File: src/rtl/shuffle_route_arbiter_if.sv
// ---------------------------------------------------------------------------
// shuffle_route_arbiter_if
// Handshake and data bundle for the shuffle/route arbiter.
//   in_valid/in_ready   : upstream handshake for one tag vector
//   in_tag              : destination tag per lane, lane i at [i*SEL_W +: SEL_W]
//   out_valid/out_ready : downstream handshake for one routing result
//   out_sel             : source lane per destination, dest d at [d*SEL_W +: SEL_W]
//   out_hit/out_dup     : per-destination "tagged at least once" / "tagged twice or more"
//   out_perm_ok         : tags formed a full permutation
// The master modport is the traffic generator/consumer side; the slave
// modport is the arbiter side.
// ---------------------------------------------------------------------------
interface shuffle_route_arbiter_if #(
  parameter int N_LANE = 8
);
  localparam int SEL_W = $clog2(N_LANE);

  logic                      in_valid;
  logic                      in_ready;
  logic [N_LANE*SEL_W-1:0]   in_tag;
  logic                      out_valid;
  logic                      out_ready;
  logic [N_LANE*SEL_W-1:0]   out_sel;
  logic [N_LANE-1:0]         out_hit;
  logic [N_LANE-1:0]         out_dup;
  logic                      out_perm_ok;

  modport master (
    output in_valid, in_tag, out_ready,
    input  in_ready, out_valid, out_sel, out_hit, out_dup, out_perm_ok
  );

  modport slave (
    input  in_valid, in_tag, out_ready,
    output in_ready, out_valid, out_sel, out_hit, out_dup, out_perm_ok
  );
endinterface

File: src/rtl/shuffle_route_arbiter.sv
// ---------------------------------------------------------------------------
// shuffle_route_arbiter
// Two-stage pipeline that inverts a lane->destination tag vector into a
// destination->source-lane select vector, flags missing and duplicated
// destinations, and counts delivered vectors that are not a permutation.
//   clk      : rising-edge clock
//   rst      : synchronous active-high reset, drops all in-flight vectors
//   bus      : handshake/data bundle (slave side), see shuffle_route_arbiter_if
//   clr_cnt  : synchronous clear of err_cnt, wins over a same-cycle increment
//   err_cnt  : saturating count of delivered non-permutation vectors
// Duplicate destinations resolve to the lowest source lane when PRIO_HIGH=0
// and to the highest when PRIO_HIGH=1.
// ---------------------------------------------------------------------------
module shuffle_route_arbiter #(
  parameter int N_LANE    = 8,
  parameter int PRIO_HIGH = 0,
  parameter int CNT_W     = 16
) (
  input  logic                 clk,
  input  logic                 rst,
  shuffle_route_arbiter_if.slave bus,
  input  logic                 clr_cnt,
  output logic [CNT_W-1:0]     err_cnt
);
  localparam int SEL_W = $clog2(N_LANE);
  localparam int TAG_W = N_LANE * SEL_W;

  logic               v1_r;
  logic [TAG_W-1:0]   tag1_r;
  logic               out_valid_r;
  logic [TAG_W-1:0]   sel_r;
  logic [N_LANE-1:0]  hit_r;
  logic [N_LANE-1:0]  dup_r;
  logic               perm_r;
  logic [CNT_W-1:0]   err_cnt_r;

  logic               in_ready_s;
  logic               load1_s;
  logic               load2_s;
  logic [TAG_W-1:0]   sel_s;
  logic [N_LANE-1:0]  hit_s;
  logic [N_LANE-1:0]  dup_s;
  logic               perm_s;

  // Stage 1 may refill whenever stage 2 can take its current content.
  assign in_ready_s = !v1_r || !out_valid_r || bus.out_ready;
  assign load1_s    = bus.in_valid && in_ready_s;
  assign load2_s    = v1_r && (!out_valid_r || bus.out_ready);

  // Invert the stage-1 tag vector: for every destination scan the lanes in
  // ascending order; a later match overwrites the select only when the
  // highest lane is meant to win, and any second match marks a duplicate.
  always_comb begin
    sel_s = {TAG_W{1'b0}};
    hit_s = {N_LANE{1'b0}};
    dup_s = {N_LANE{1'b0}};
    for (int d = 0; d < N_LANE; d++) begin
      for (int i = 0; i < N_LANE; i++) begin
        if (tag1_r[i*SEL_W +: SEL_W] == SEL_W'(d)) begin
          if (!hit_s[d] || (PRIO_HIGH != 0)) begin
            sel_s[d*SEL_W +: SEL_W] = SEL_W'(i);
          end else begin
            sel_s[d*SEL_W +: SEL_W] = sel_s[d*SEL_W +: SEL_W];
          end
          dup_s[d] = hit_s[d];
          hit_s[d] = 1'b1;
        end else begin
          hit_s[d] = hit_s[d];
        end
      end
    end
    perm_s = &hit_s;
  end

  // Pipeline registers: stage-1 tag capture and stage-2 result capture.
  always_ff @(posedge clk) begin
    if (rst) begin
      v1_r        <= 1'b0;
      tag1_r      <= {TAG_W{1'b0}};
      out_valid_r <= 1'b0;
      sel_r       <= {TAG_W{1'b0}};
      hit_r       <= {N_LANE{1'b0}};
      dup_r       <= {N_LANE{1'b0}};
      perm_r      <= 1'b0;
    end else begin
      if (load1_s) begin
        v1_r   <= 1'b1;
        tag1_r <= bus.in_tag;
      end else if (load2_s) begin
        v1_r   <= 1'b0;
      end
      // Result data only moves on a stage-2 load, so it holds under stall.
      if (load2_s) begin
        out_valid_r <= 1'b1;
        sel_r       <= sel_s;
        hit_r       <= hit_s;
        dup_r       <= dup_s;
        perm_r      <= perm_s;
      end else if (bus.out_ready) begin
        out_valid_r <= 1'b0;
      end
    end
  end

  // Error counter: clear beats increment; increment saturates at all ones.
  always_ff @(posedge clk) begin
    if (rst) begin
      err_cnt_r <= {CNT_W{1'b0}};
    end else if (clr_cnt) begin
      err_cnt_r <= {CNT_W{1'b0}};
    end else if (out_valid_r && bus.out_ready && !perm_r &&
                 (err_cnt_r != {CNT_W{1'b1}})) begin
      err_cnt_r <= err_cnt_r + CNT_W'(1'b1);
    end else begin
      err_cnt_r <= err_cnt_r;
    end
  end

  assign bus.in_ready    = in_ready_s;
  assign bus.out_valid   = out_valid_r;
  assign bus.out_sel     = sel_r;
  assign bus.out_hit     = hit_r;
  assign bus.out_dup     = dup_r;
  assign bus.out_perm_ok = perm_r;
  assign err_cnt         = err_cnt_r;
endmodule

File: src/flat_wrapper.sv
// flat-port wrapper written by rule: the top's interface ports become plain ports
module shuffle_route_arbiter_flat 
#(
  parameter int N_LANE    = 8,
  parameter int PRIO_HIGH = 0,
  parameter int CNT_W     = 16
)
  (clk, rst, clr_cnt, err_cnt, bus_in_valid, bus_in_tag, bus_out_ready, bus_in_ready, bus_out_valid, bus_out_sel, bus_out_hit, bus_out_dup, bus_out_perm_ok);
  shuffle_route_arbiter_if #(.N_LANE(N_LANE)) bus_i ();
  input  logic clk;
  input  logic rst;
  input  logic clr_cnt;
  output logic [CNT_W-1:0] err_cnt;
  input wire logic [$bits(bus_i.in_valid)-1:0] bus_in_valid;
  input wire logic [$bits(bus_i.in_tag)-1:0] bus_in_tag;
  input wire logic [$bits(bus_i.out_ready)-1:0] bus_out_ready;
  output wire logic [$bits(bus_i.in_ready)-1:0] bus_in_ready;
  output wire logic [$bits(bus_i.out_valid)-1:0] bus_out_valid;
  output wire logic [$bits(bus_i.out_sel)-1:0] bus_out_sel;
  output wire logic [$bits(bus_i.out_hit)-1:0] bus_out_hit;
  output wire logic [$bits(bus_i.out_dup)-1:0] bus_out_dup;
  output wire logic [$bits(bus_i.out_perm_ok)-1:0] bus_out_perm_ok;
  assign bus_i.in_valid = bus_in_valid;
  assign bus_i.in_tag = bus_in_tag;
  assign bus_i.out_ready = bus_out_ready;
  assign bus_in_ready = bus_i.in_ready;
  assign bus_out_valid = bus_i.out_valid;
  assign bus_out_sel = bus_i.out_sel;
  assign bus_out_hit = bus_i.out_hit;
  assign bus_out_dup = bus_i.out_dup;
  assign bus_out_perm_ok = bus_i.out_perm_ok;
  shuffle_route_arbiter #(.N_LANE(N_LANE), .PRIO_HIGH(PRIO_HIGH), .CNT_W(CNT_W)) u_core (.clk(clk), .rst(rst), .bus(bus_i), .clr_cnt(clr_cnt), .err_cnt(err_cnt));
endmodule
File: config.mk
export PLATFORM = sky130hd
export DESIGN_NAME = shuffle_route_arbiter_flat
export DESIGN_NICKNAME = d
export VERILOG_FILES = /design/src/rtl/shuffle_route_arbiter_if.sv /design/src/rtl/shuffle_route_arbiter.sv /design/src/flat_wrapper.sv
export SDC_FILE = /design/constraint.sdc
export NUM_CORES = 1
export LEC_CHECK = 0
export BUFFER_PORTS_ARGS = -buffer_cell sky130_fd_sc_hd__buf_2
export CORE_ASPECT_RATIO = 1.75
export CORE_MARGIN = 1
export CORE_UTILIZATION = 51
export CTS_CLUSTER_SIZE = 14
export DETAILED_ROUTE_END_ITERATION = 12
export PLACE_DENSITY = 0.81
export SKIP_LAST_GASP = 1
export SLEW_MARGIN = 20
export SYNTH_ARGS = -nofsm -noshare
export SYNTH_HDL_FRONTEND = slang
export SYNTH_SLANG_ARGS = --single-unit
File: constraint.sdc
create_clock -name clk -period 1.61 [get_ports clk]
set_input_delay 0.322 -clock clk [delete_from_list [all_inputs] [get_ports clk]]
set_output_delay 0.322 -clock clk [all_outputs]
set_load 0.01 [all_outputs]
==> results of run 1 <==
[sequential cells by signal, indices dropped and copies added, names as in the netlist]
signal and flops:
u_core.v1_r 1, u_core.tag1_r 24, u_core.bus.out_sel 24, u_core.bus.out_perm_ok 1
u_core.bus.out_hit 8, u_core.err_cnt 16, u_core.bus.out_valid 1, u_core.bus.out_dup 8
[synthesized netlist by cell type, drive strengths merged (5+ instances only)]
cell	count
nor3	23
a21oi	70
and3	10
buf	8
and3b	22
nand3	36
dfxtp	83
nor3b	22
or2	5
nand2	91
nand4	6
o31ai	5
o211ai	6
clkbuf	38
o21ai	18
o22ai	7
nor4	12
xor2	10
a211oi	11
o41ai	9
or3b	6
nand3b	6
o21bai	5
nor2	56
inv	6
[report_power, final]
group          total [W]  switching, W  internal [W]
Sequential       0.00222     0.0000939       0.00213
Combinational    0.00131      0.000707      0.000605
Clock            0.00228      0.000913       0.00137
Total            0.00582       0.00171       0.00411
[path summary, 6_finish.rpt]
path | start | to | slack, ns | cells after the start
hold reg to reg | u_core.bus.out_sel[7] | u_core.bus.out_sel[7] | 0.45 | 2
hold / removal | bus_in_tag[11] | u_core.tag1_r[11] | 0.20 | 3
setup / recovery | u_core.tag1_r[15] | u_core.bus.out_sel[12] | -0.41 | 8
setup reg to reg | u_core.tag1_r[15] | u_core.bus.out_sel[12] | -0.41 | 8
[layout make-up]
cell class	count	area, sq um	area share [%]
well taps	120	150	1.98
inverters	6	22.5	0.297
clock buffers	9	225	2.97
clock inverters	7	101	1.34
multi-input cells	493	3520	46.4
flip-flops and latches	83	1730	22.9
repair buffers	255	1830	24.1
[logic make-up after synthesis]
logic type | share of synthesized area (%)
adders and majority gates | 1.10
xor gates and xnor gates | 2.58
DFF | 34.9
and+or+nand+nor | 35.9
muxes | 0.210
buffers and inverters | 4.63
AOI/OAI and AO/OA | 20.7
[what timing repair did]
action	in CTS	in global routing
setup endpoints to repair	28	48
hold buffers	0	0
gates cloned	0	1
gates resized for setup	63	129
buffers inserted	2	10
pin swaps	13	32
[critical path, cell delays in order, from the launching register on]
cell,delay [ns]
dfxtp_2,0.35
buf_6,0.13
nor3b_4,0.25
buf_4,0.18
a21oi_2,0.04
o21ai_2,0.32
a21oi_1,0.14
buf_4,0.15
o41ai_1,0.33
[stage by stage]
stage                     util (%)  TNS (ns)
final                         83.9     -2.32
after CTS                     77.1    -0.362
after global placement        70.5     -1.49
after floorplan                  -    -0.292
after detailed placement      70.5     -2.45
after global routing          83.9     -3.96
[metal layers]
metal  routed length [microns]  GRT usage (%)  vias to the layer above
met4                      2080           33.2                        0
met1                      6820           36.3                     2998
met2                     10500           67.3                      450
met5                         0              0                        -
met3                      1960           9.81                      175
li1                          -              -                     2728
==> results.yml, run 1 <==
clock_tree:
  clk_path_buf_depth: 2
  cts_root_buffer: "clkbuf_16"
  clock_latency_ns: 0.35
  cts_tree: "yes"
  cts_max_level: 3
  cts.clk_slew.worst_paths_ns: 0.06
  numCtsBuffers: 9
  cts_num_sinks: 83
route:
  dr.first_iter.drc_count: 643
  remaining_drc_errors: 0
  ant_nets: 0
  wirelength_mm: 21.3
  vias: 6351
  vias_per_cell: 6.53
  dr.pass1.iters: 9
  wl_per_cell_microns: 21.9
floorplan:
  dieHeight_microns: 130
  rows: 46
  die_x_microns: 75.0
  dieArea_sq_mm: 0.00974
  io_pins: 88
  core_area_sq_mm: 0.00904
  initial_core_util_pct: 52.7
setup_path:
  crit_type: "reg -> reg"
  cp-start-kind: "flip-flop"
  critPathArrivalTime_ns: 2.24
  path_max_fanout: 4
  cp.required_ns: 1.83
  critPathCaptureType: "flip-flop"
grt:
  grt_pass1_wl_mm: 27.7
  grt_antenna_before_repair: 0
  grt_max_degree: 39
  grt.overflow.total: 0
  grt_pass1_vias: 5689
  grt_usage_pct: 38.6
placement:
  io_buffers: 87
  dpl_cell_area_sq_mm: 0.00637
  dpl.cell_count: 946
  routabilityCongestion: 1.04
  preCtsSetupSlack_ns: -0.274
  dpl.hpwl_mm: 13.4
timing:
  hold_viol: 0
  fin_crit_sh_pct: 126
  timing.hold.ws_ns: 0.198
  setup_viol: 25
  clock_skew_ns: 0.00499
  report.final.slew_viol_count: 0
  tightest_slew_ns: 0.601
  fmax_mhz: 494
  maxSlewHeadroom_pct: 59.9
  min_period_ns: 2.02
  rsz0062_at_grt: "true"
  timing.final.ws_setup_ns: -0.413
cells_and_area:
  area_growth_pct: 59.3
  final_common_cell: "buf_4"
  final_cell_mix: "buf_4 (144), nand2_1 (88), buf_2 (87), a21oi_1 (56), dfxtp_1 (54)"
  nFillCells: 517
  drive_gt1_share_pct: 48.2
  finalNetCount: 878
  design_area_sq_mm: 0.00758
  antennaDiodeCount: 0
  fin_cells: 973
worst_hold_path:
  hp-class: "in -> reg"
yosys:
  ys.warnings.count: 0
  synth_top_area_share_pct: 34.9
  syn-num-nets: 658
  avgSynthCellArea_sq_um: 7.58
  synth.area.top_cells: "dfxtp_1 (35%), a21oi_1 (7.4%), nand2_1 (7.2%)"
  async_reset_ff_share_pct: 0
  ys_ff_latch: 83
  yosysTopAreaCell: "dfxtp_1"
  synthCells: 628
  ys.flop_type: "dfxtp_1"
  synth.distinct_cells: 62
  syn_area_sq_mm: 0.00476
  synth-edff-count: 0
  synth_seq_area_share_pct: 34.9
outcome:
  failed_checks: "setup timing"
  status: "finished, violations left"
power:
  vdd_ir_drop_max_mv: 0.583
  power_density_mw_per_mm2: 767
  p_leak_nw: 3.30
  total_power_w: 0.00582
job:
  maxCapViolCount: 0
(Power assumes the default switching activity.)
==> run 2, diff against run 1 <==
REMOVE_ABC_BUFFERS = 1   (was not set)
==> results.yml, run 2 (synthesized netlist as in run 1, its figures left out) <==
route:
  ant_nets: 0
  wirelength_mm: 18.2
  dr.first_iter.drc_count: 462
  vias: 5835
  vias_per_cell: 6.10
  remaining_drc_errors: 0
  dr.pass1.iters: 6
  wl_per_cell_microns: 19.0
cells_and_area:
  final_common_cell: "buf_4"
  finalNetCount: 862
  fin_cells: 957
  final_cell_mix: "buf_4 (130), nand2_1 (90), buf_2 (88), a21oi_1 (65), dfxtp_1 (61)"
  drive_gt1_share_pct: 44.6
  antennaDiodeCount: 0
  area_growth_pct: 53.0
clock_tree:
  cts_max_level: 3
  cts_tree: "yes"
  numCtsBuffers: 9
  clock_latency_ns: 0.34
  holdBufCountCts: 0
  cts.clk_slew.worst_paths_ns: 0.06
  cts_num_sinks: 83
  clk_path_buf_depth: 2
  cts_root_buffer: "clkbuf_16"
floorplan:
  initial_core_util_pct: 52.7
  io_pins: 88
  core_area_sq_mm: 0.00904
  rows: 46
  dieHeight_microns: 130
  die_x_microns: 75.0
  dieArea_sq_mm: 0.00974
grt:
  grt_pass1_wl_mm: 24.8
  grt_pass1_vias: 5487
  grt_usage_pct: 34.1
  grt_max_degree: 29
  grt_antenna_before_repair: 0
  grt.overflow.total: 0
worst_hold_path:
  hp-class: "in -> reg"
timing:
  timing.final.ws_setup_ns: -0.173
  fmax_mhz: 561
  rsz0062_at_grt: "true"
  tns_ns: -0.573
  clock_skew_ns: 0.00455
  setup_viol: 9
  min_period_ns: 1.78
  report.final.slew_viol_count: 0
  maxSlewHeadroom_pct: 60.0
  fin_crit_sh_pct: 111
  tightest_slew_ns: 0.599
  hold_viol: 0
outcome:
  status: "finished, violations left"
  failed_checks: "setup timing"
setup_path:
  critPathCaptureType: "flip-flop"
  path_max_fanout: 3
  rrSetupSlack_ns: -0.17
  crit_family: "simple AND/OR/NAND/NOR gates"
  crit_chain: "nor3b_4, or3_4, or4_4, o2111ai_4, o41ai_2"
  critPathBufInv: 0
  cp-start-kind: "flip-flop"
  cp_slowest_cell: "or4_4"
  critPathArrivalTime_ns: 2.01
  critical_path.max_stage_delay_ns: 0.47
  crit_type: "reg -> reg"
  cp.required_ns: 1.84
placement:
  routabilityCongestion: 0.979
  dpl.hpwl_mm: 12.6
  dpl.cell_count: 930
  io_buffers: 87
power:
  p_leak_nw: 3.19
  power_density_mw_per_mm2: 755
  vdd_ir_drop_max_mv: 0.752
job:
  maxCapViolCount: 0
-- run 2: changes by cell type in the layout (fill, tap and decap cells not counted), sizes merged --
cell    before  now
buf        254  239
bufinv       2    1
-- run 2: repair_timing --
item | 4_1_cts | 5_1_grt
gates resized for setup | 38 | 119
setup endpoints to repair | 25 | 35
buffers inserted | 2 | 9
pin swaps | 9 | 36
-- run 2: through the flow --
stage               total power [W]  util [%]  instance area (sq um)  hold WS, ns  setup slack (ns)
finish                      0.00550      80.6                   7290        0.205            -0.173
global route                0.00569      80.6                   7290        0.208            -0.209
CTS                         0.00533      74.2                   6710        0.201            -0.113
detailed placement          0.00323      69.3                   6260        0.442            -0.189
global placement            0.00321      69.3                   6260        0.436            -0.168
floorplan                   0.00271         -                   4560        0.391            -0.732
-- run 2: metal layers --
metal	share of wire, %	vias to the layer above	GRT usage [%]	wire (microns)
met2	54	278	64.2	9800
met4	7.0	0	24.4	1280
li1	-	2692	-	-
met5	0	-	0	0
met1	34	2774	31.9	6200
met3	4.9	91	5.17	900
-- run 2: final cells by class --
| type | instances | area (sq um) |
|---|---|---|
| fillers | 585 | 1750 |
| repair buffers | 239 | 1690 |
| clock buffers | 10 | 239 |
| inverters | 6 | 22.5 |
| flip-flops and latches | 83 | 1710 |
| well taps | 120 | 150 |
| clock inverters | 6 | 63.8 |
| multi-input cells | 493 | 3410 |
-- run 2: worst reg2reg max path, cell delays in order, from the launching register on --
cell and delay (ns):
dfxtp_1 0.33, nor3b_4 0.16, or3_4 0.42, or4_4 0.47, o2111ai_4 0.21, o41ai_2 0.07
-- run 2: path summary, 6_finish.rpt --
path,startpoint,end,cells after the start
max,u_core.tag1_r[12],u_core.bus.out_perm_ok,5
min reg2reg,u_core.bus.out_sel[1],u_core.bus.out_sel[1],2
min,bus_in_tag[16],u_core.tag1_r[16],3
max reg2reg,u_core.tag1_r[12],u_core.bus.out_perm_ok,5
-- run 2: where the power goes --
group / leakage [nW] / internal, W / switching [W]
clock: 0.145 / 0.00124 / 0.000862
sequential: 0.688 / 0.00214 / 0.0000977
combinational: 2.36 / 0.000546 / 0.000617
==> run 3, diff against run 2 <==
CORE_UTILIZATION = 34   (was 51)
PLACE_DENSITY = 0.59   (was 0.81)
RECOVER_POWER = 50   (was not set)
==> results.yml, run 3 (synthesized netlist as in run 1, its figures left out) <==
timing:
  timing.final.ws_setup_ns: -0.115
  report.final.slew_viol_count: 0
  tightest_slew_ns: 0.439
  fin_crit_sh_pct: 107
  min_period_ns: 1.72
  fmax_mhz: 580
  clock_skew_ns: 0.00639
  tns_ns: -0.282
  maxSlewHeadroom_pct: 70.6
  rsz0062_at_grt: "true"
  hold_viol: 0
  setup_viol: 6
route:
  remaining_drc_errors: 0
  wirelength_mm: 17.6
  vias_per_cell: 5.45
  ant_nets: 0
  dr.first_iter.drc_count: 277
  dr.pass1.iters: 4
  vias: 5650
  wl_per_cell_microns: 17.0
placement:
  routabilityCongestion: 0.982
  io_buffers: 87
  dpl.hpwl_mm: 13.5
  dpl.cell_count: 1006
clock_tree:
  cts_root_buffer: "clkbuf_16"
  cts.clk_slew.worst_paths_ns: 0.07
  cts_num_sinks: 83
  clock_latency_ns: 0.34
  cts_tree: "yes"
  numCtsBuffers: 9
  holdBufCountCts: 0
  clk_path_buf_depth: 2
  cts_max_level: 3
setup_path:
  crit_type: "reg -> reg"
  cp-start-kind: "flip-flop"
  critical_path.max_stage_delay_ns: 0.44
  cp_slowest_cell: "or4_4"
  path_max_fanout: 4
  reg2reg_depth: 5
  crit_chain: "nor3b_4, or3_4, or4_4, o2111ai_2, o41ai_2"
  critPathArrivalTime_ns: 1.95
  critPathBufInv: 0
  critPathCaptureType: "flip-flop"
  worst-path-stages: 5
  crit_family: "simple AND/OR/NAND/NOR gates"
  cp.required_ns: 1.83
cells_and_area:
  fin_cells: 1037
  final_cell_mix: "buf_4 (153), nand2_1 (90), a21oi_1 (63), dfxtp_1 (59), clkbuf_1 (53)"
  final_common_cell: "buf_4"
  finalNetCount: 888
  area_growth_pct: 56.5
  drive_gt1_share_pct: 41.4
  antennaDiodeCount: 0
worst_hold_path:
  holdPathStages: 3
  hp-class: "in -> reg"
grt:
  grt_pass1_vias: 5472
  grt_max_degree: 29
  grt.overflow.total: 0
  grt_usage_pct: 23.6
  grt_antenna_before_repair: 0
  grt_pass1_wl_mm: 26.5
outcome:
  failed_checks: "setup timing"
  status: "finished, violations left"
floorplan:
  dieArea_sq_mm: 0.0145
  rows: 56
  io_pins: 88
  initial_core_util_pct: 35.2
  die_x_microns: 91.5
  dieHeight_microns: 159
  core_area_sq_mm: 0.0135
power:
  p_leak_nw: 3.10
  power_density_mw_per_mm2: 713
  vdd_ir_drop_max_mv: 0.440
job:
  maxCapViolCount: 0
## run 3: worst paths after layout
kind	from	to	slack [ns]
worst max register to register	u_core.tag1_r[12]	u_core.bus.out_perm_ok	-0.11
worst max-delay path	u_core.tag1_r[12]	u_core.bus.out_perm_ok	-0.11
worst min register to register	u_core.bus.out_sel[19]	u_core.bus.out_sel[19]	0.45
worst min-delay path	bus_in_tag[6]	u_core.tag1_r[6]	0.20
## run 3: final cells by class
| type | instances | area (sq um) |
|---|---|---|
| clock buffer | 10 | 229 |
| clock inverter | 6 | 41.3 |
| fill | 1268 | 6070 |
| inverter | 6 | 22.5 |
| multi-input combinational | 493 | 3390 |
| sequential | 83 | 1730 |
| tap | 174 | 218 |
| timing repair buffer | 265 | 1820 |
## run 3: through the flow
step	area, sq um	hold slack [ns]	setup slack (ns)	total power (W)	utilization [%]
2_1_floorplan	4560	0.391	-0.732	0.00271	-
3_3_place_gp	6500	0.440	-0.196	0.00328	48.1
3_5_place_dp	6500	0.444	-0.235	0.00330	48.1
4_1_cts	6910	0.202	-0.110	0.00525	51.1
5_1_grt	7450	0.207	-0.156	0.00556	55.1
6_report	7450	0.205	-0.115	0.00531	55.1
## run 3: routing by layer
metal | share of wire [%] | routed length, microns | global-route usage [%] | vias to the layer above
li1 | - | - | - | 2741
met1 | 36 | 6400 | 22.4 | 2705
met2 | 56 | 9840 | 47.8 | 160
met3 | 3.4 | 607 | 3.34 | 44
met4 | 4.5 | 796 | 12.5 | 0
met5 | 0 | 0 | 0 | -
## run 3: tightest hold or removal path: stages
cell     delay (ns)
buf_2          0.09
nand2_1        0.05
a21oi_1        0.05
## run 3: power by group
group | leakage, nW | switching [W] | internal (W)
Clock | 0.125 | 0.000868 | 0.00105
Combinational | 2.28 | 0.000601 | 0.000570
Sequential | 0.691 | 0.0000983 | 0.00213
Total | 3.10 | 0.00157 | 0.00374
## run 3: repair_timing
action | in CTS | in global routing
gates resized for setup | 42 | 124
pin swaps | 8 | 36
cloned | 0 | 1
setup buffers | 3 | 11
endpoints found under the setup margin | 33 | 48
